File: config.mk
export PLATFORM = sky130hd
export DESIGN_NAME = if_fetch_unit
export DESIGN_NICKNAME = d
export VERILOG_FILES = /design/src/rtl/pipeline_pkg.sv /design/src/rtl/fetch_queue.sv /design/src/rtl/if_fetch_unit.sv
export SDC_FILE = /design/constraint.sdc
export NUM_CORES = 1
export LEC_CHECK = 0
export CAP_MARGIN = 15
export CORE_MARGIN = 2
export CORE_UTILIZATION = 35
export CTS_BUF_LIST = sky130_fd_sc_hd__clkbuf_8
export CTS_CLUSTER_SIZE = 40
export DETAILED_ROUTE_END_ITERATION = 10
export PLACE_DENSITY_LB_ADDON = 0.3
export SLEW_MARGIN = 0
export SYNTH_ARGS = -nofsm -noshare
export SYNTH_HDL_FRONTEND = slang
export SYNTH_SLANG_ARGS = --single-unit
File: constraint.sdc
create_clock -name clk -period 4.2 [get_ports clk]
set_input_delay 0.63 -clock clk [delete_from_list [all_inputs] [get_ports clk]]
set_output_delay 0.63 -clock clk [all_outputs]
set_load 0.05 [all_outputs]
File: src/rtl/pipeline_pkg.sv
// pipeline_pkg: shared constants and the fetch-queue entry type for the front end.
package pipeline_pkg;
  localparam int INST_W = 32;
  localparam logic [INST_W-1:0] BUBBLE_INST = 32'h0;
  localparam logic [31:0] PC_STEP = 32'd4;
  localparam logic [31:0] DEFAULT_RESET_PC = 32'h0000_0000;
  localparam logic [31:0] PC_ALIGN_MASK = 32'hFFFF_FFFC;
  typedef struct packed {
    logic [INST_W-1:0] inst;
    logic [31:0] pc;
  } fq_entry_t;
endpackage

File: src/rtl/fetch_queue.sv
// fetch_queue: two-entry {inst, pc} FIFO with sync clear; head reads as a bubble when empty.
module fetch_queue
  import pipeline_pkg::*;
(
  input  logic      clk,
  input  logic      rst_n,
  input  logic      clr_i,
  input  logic      push_i,
  input  fq_entry_t push_data_i,
  input  logic      pop_i,
  output logic [1:0] occ_o,
  output fq_entry_t head_o
);
  fq_entry_t e0_q, e0_d, e1_q, e1_d;
  logic [1:0] occ_q, occ_d, keep;
  assign keep = occ_q - {1'b0, pop_i};
  always_comb begin
    e0_d  = pop_i ? e1_q : e0_q;
    e1_d  = pop_i ? '0 : e1_q;
    occ_d = occ_q + {1'b0, push_i} - {1'b0, pop_i};
    if (push_i && keep == 2'd0) e0_d = push_data_i;
    if (push_i && keep != 2'd0) e1_d = push_data_i;
    if (clr_i) begin
      e0_d  = '0;
      e1_d  = '0;
      occ_d = '0;
    end
  end
  always_ff @(posedge clk or negedge rst_n) begin
    if (!rst_n) begin
      e0_q  <= '0;
      e1_q  <= '0;
      occ_q <= '0;
    end else begin
      e0_q  <= e0_d;
      e1_q  <= e1_d;
      occ_q <= occ_d;
    end
  end
  assign occ_o  = occ_q;
  assign head_o = (occ_q == 2'd0) ? '{inst: BUBBLE_INST, pc: 32'h0} : e0_q;
endmodule

File: src/rtl/if_fetch_unit.sv
// if_fetch_unit: owns the PC, issues word fetches, buffers two responses and feeds IF/ID.
module if_fetch_unit
  import pipeline_pkg::*;
#(
  parameter logic [31:0] RESET_PC = DEFAULT_RESET_PC,
  parameter int          QDEPTH   = 2
) (
  input  logic        clk,
  input  logic        rst_n,
  input  logic        stall_i,
  input  logic        redirect_i,
  input  logic [31:0] redirect_pc_i,
  output logic        imem_req_o,
  output logic [31:0] imem_addr_o,
  input  logic        imem_ready_i,
  input  logic        imem_valid_i,
  input  logic [31:0] imem_rdata_i,
  output logic [31:0] inst_o,
  output logic [31:0] pc_o,
  output logic        flush_o
);
  localparam logic [2:0] QD = 3'(QDEPTH);
  logic [31:0] pc_q, pc_d, ppc_q, ppc_d;
  logic out_q, out_d, kill_q, kill_d;
  logic [1:0] occ;
  logic [2:0] cnt;
  logic deq, resp, accept, push;
  fq_entry_t head;
  assign deq    = ~stall_i & ~redirect_i & (occ != 2'd0);
  assign resp   = imem_valid_i & out_q;
  assign cnt    = {1'b0, occ} + {2'b0, out_q} - {2'b0, deq};
  // Counting the outstanding request as occupied guarantees its response a slot.
  assign imem_req_o = rst_n & ~redirect_i & ~kill_q & (~out_q | imem_valid_i) & (cnt < QD);
  assign accept = imem_req_o & imem_ready_i;
  assign push   = resp & ~kill_q & ~redirect_i;
  always_comb begin
    pc_d   = redirect_i ? (redirect_pc_i & PC_ALIGN_MASK) : accept ? pc_q + PC_STEP : pc_q;
    ppc_d  = accept ? pc_q : ppc_q;
    out_d  = accept | (out_q & ~resp);
    kill_d = redirect_i ? (out_q & ~imem_valid_i) : (kill_q & ~resp);
  end
  always_ff @(posedge clk or negedge rst_n) begin
    if (!rst_n) begin
      pc_q   <= RESET_PC;
      ppc_q  <= '0;
      out_q  <= 1'b0;
      kill_q <= 1'b0;
    end else begin
      pc_q   <= pc_d;
      ppc_q  <= ppc_d;
      out_q  <= out_d;
      kill_q <= kill_d;
    end
  end
  fetch_queue u_queue (
    .clk         (clk),
    .rst_n       (rst_n),
    .clr_i       (redirect_i),
    .push_i      (push),
    .push_data_i ('{inst: imem_rdata_i, pc: ppc_q}),
    .pop_i       (deq),
    .occ_o       (occ),
    .head_o      (head)
  );
  assign imem_addr_o = pc_q;
  assign inst_o      = head.inst;
  assign pc_o        = head.pc;
  assign flush_o     = redirect_i;
endmodule

==> results_dict.tcl <==
set metrics [dict create \
    outcome "finished, final reports clean" \
    synth_common_cells "dfrtp_1 (190), nand2_1 (185), o21ai_0 (76)" \
    peakVddDrop_uv 197 \
    grtUsageTotal_pct 18.0 \
    p_leak_nw 5.15 \
    postCtsSetupRepairBufs 0 \
    core_area_um2 24500 \
    synthMuxAreaShare_pct 7.19 \
    synth_top_family_by_area "simple AND/OR/NAND/NOR gates" \
    synthTopCellsByArea "dfrtp_1 (54%), nand2_1 (7.9%), mux2i_1 (7.2%)" \
    async_reset_ff_share_pct 100 \
    die_y_um 162 \
    fin_crit_ns 3.74 \
    crit_chain "clkdlybuf4s50_1, nor3_1, ha_1, inv_1, nand2_1, fa_1, nand4bb_4, nor3_1, buf_12" \
    fin_hold_ws_ns 0.370 \
    num_rows 57 \
    fmax_mhz 267 \
    yosys.area_share.simple_pct 18.8 \
    cts_sinks 190 \
    pre_cts_ws_ns 0.169 \
    yosysSeqAreaShare_pct 54.2 \
    start_kind "input pin" \
    hold_viol 0 \
    clockBufferDepth 2 \
    start_util_pct 35.9 \
    clock_latency_ns 0.46 \
    path_max_fanout 3 \
    p_sw_share_pct 30.2 \
    drtPass1Iterations 4 \
    synth_xor_area_share_pct 0.399 \
    place_hpwl_mm 14.6 \
    crit_family "simple AND/OR/NAND/NOR gates" \
    cts_tree "built" \
    critPathSlowestCell "fa_1" \
    postRouteAntennaNets 0 \
    wl_per_cell_um 16.9 \
    port_buffers 163 \
    first_global_vias 6907 \
    io_pins 168 \
    grt_pass1_wl_mm 37.5 \
    grt-ovfl-total 0 \
    synth_edf_count 0 \
    finalNonFillerCells 1346 \
    synth-compound-area-share_pct 14.8 \
    ys.flop_type "dfrtp_1" \
    drv_cap 0 \
    netlist_instances 876 \
    die_w_um 162 \
    p_seq_share_pct 53.5 \
    synth-warning-count 0 \
    routed_wl_mm 22.8 \
    cts_inserted_buffers 17 \
    critPathArrivalTime_ns 3.11 \
    die-area_um2 26400 \
    hold_buffers 0 \
    pwr-share-comb_pct 15.9 \
    critical_path_class "input pin to output port" \
    cp-end-kind "output port" \
    rsz0062_at_grt "false" \
    fillCellCount 2345 \
    max_slew_margin_pct 37.1 \
    nNetsFinal 1086 \
    gp_congestion 0.802 \
    setup-tns-final_ns 0 \
    cp_common_cell "nor3_1" \
    synth-seq-cells 190 \
    drtIter0Drc 486 \
    synth_top_area_share_pct 54.2 \
    synth_most_common_cell "dfrtp_1" \
    crit_required_ns 3.57 \
    fin_crit_sh_pct 89.0 \
    hp-class "input pin to async pin" \
    yosys.area.top_type "dfrtp_1" \
    grt_antenna_before_repair 0 \
    drive_gt1_share_pct 5.77 \
    area_growth_pct 27.3 \
    cts_root_buf "clkbuf_8" \
    fin_ws_ns 0.461 \
    drcViolationCount 0 \
    htree_num_levels 4 \
    p_sw_mw 1.22 \
    slew_violations 0 \
    vias 6876 \
    insertedDiodeCount 0 \
    synth.avg_cell_area_um2 10.0 \
    worstMarginPinSlew_ns 0.940 \
    setup_viol 0 \
    path_buf_inv 3 \
    grt_max_degree 72 \
    cts_resized 0 \
    via_per_inst 5.11 \
    synth.distinct_cells 48 \
    cp_slowest_stage_delay_ns 0.53 \
    skew_ns 0.0206 \
    powerDensity_nw_per_um2 360 \
    synth_fa_ha_area_share_pct 0.799 \
    internal_power_mw 2.81 \
    synthesis.area_um2 8770 \
    dp_cells 1315 \
    clkPwrFrac_pct 30.6 \
    clkTransAtPathRegs_ns 0.09 \
]
-- layout by cell type, fill, tap and decap left out, drive strengths merged, types with 3 or more instances in the layout --
cell           instances
mux2i                 63
and3                   4
o211ai                10
nor2b                 66
nand4                 13
nor4                   4
o311ai                 5
inv                   13
nand2                185
buf                   19
a22o                  62
a32oi                  3
a21oi                  7
o21ai                 82
clkdlybuf4s50        161
clkbuf                22
nor3                   9
dfrtp                190
ha                     4
nand3                 21
or4                    4
a31oi                  4
clkinvlp               4
or3                    3
nor2                  28
a22oi                  4
a21o                   4
-- power by group through the flow --
stage | clock, mW | sequential [mW] | combinational, mW
final | 1.23 | 2.15 | 0.641
after global routing | 1.35 | 2.18 | 0.708
after CTS | 1.27 | 2.15 | 0.649
after detailed placement | 0 | 2.18 | 0.646
after global placement | 0 | 2.18 | 0.639
after floorplan | 0 | 2.23 | 0.281
-- final cells by class --
class	instances	area (um^2)	area share, %
clock buffers	21	289	2.59
clock inverters	9	111	0.997
inverters	11	41.3	0.370
multi-input cells	610	3730	33.4
flip-flops and latches	190	4750	42.6
well taps	324	405	3.63
repair buffers	181	1830	16.4
-- state kept, by name (all words and copies together) (netlist names) --
register       count
u_queue.occ_o      2
imem_addr_o       30
ppc_q             30
kill_q             1
out_q              1
u_queue.e1_q      63
u_queue.e0_q      63
-- cells by family (layout without fill, tap and decap cells) --
family | Yosys count | count (layout)
fa+ha+maj | 5 | 5
buf+inv | 77 | 222
compound gates | 190 | 190
simple gates | 346 | 346
mux | 63 | 63
xor+xnor | 4 | 4
other cells | 1 | 2
flops | 190 | 190
-- worst paths after layout --
path	startpoint	to	slack (ns)	cells after the start
worst max-delay path	redirect_i	imem_req_o	0.46	9
worst min-delay path	rst_n	u_queue.e0_q[56]	0.37	2
worst max register to register	u_queue.occ_o[1]	imem_addr_o[31]	0.86	11
worst min register to register	u_queue.e0_q[46]	u_queue.e0_q[46]	0.47	2
max in group asynchronous	rst_n	u_queue.e0_q[15]	2.41	3
min in group clk	u_queue.e0_q[46]	u_queue.e0_q[46]	0.47	2
-- metal layers --
layer	up-vias	routed length, um	GRT usage [%]
met5	-	0	0
met4	0	221	4.06
met3	19	1460	4.33
met2	213	9960	27.2
met1	3323	11100	26.3
li1	3321	-	-
-- metrics by stage --
| step | area, um^2 | utilization, % | power, mW |
|---|---|---|---|
| finish | 11200 | 45.6 | 4.02 |
| floorplan | 8780 | - | 2.51 |
| global route | 11200 | 45.6 | 4.23 |
| detailed placement | 10700 | 43.9 | 2.83 |
| CTS | 11100 | 45.6 | 4.07 |
| global placement | 10700 | 43.9 | 2.82 |
Power figures use the tool's default switching activity.
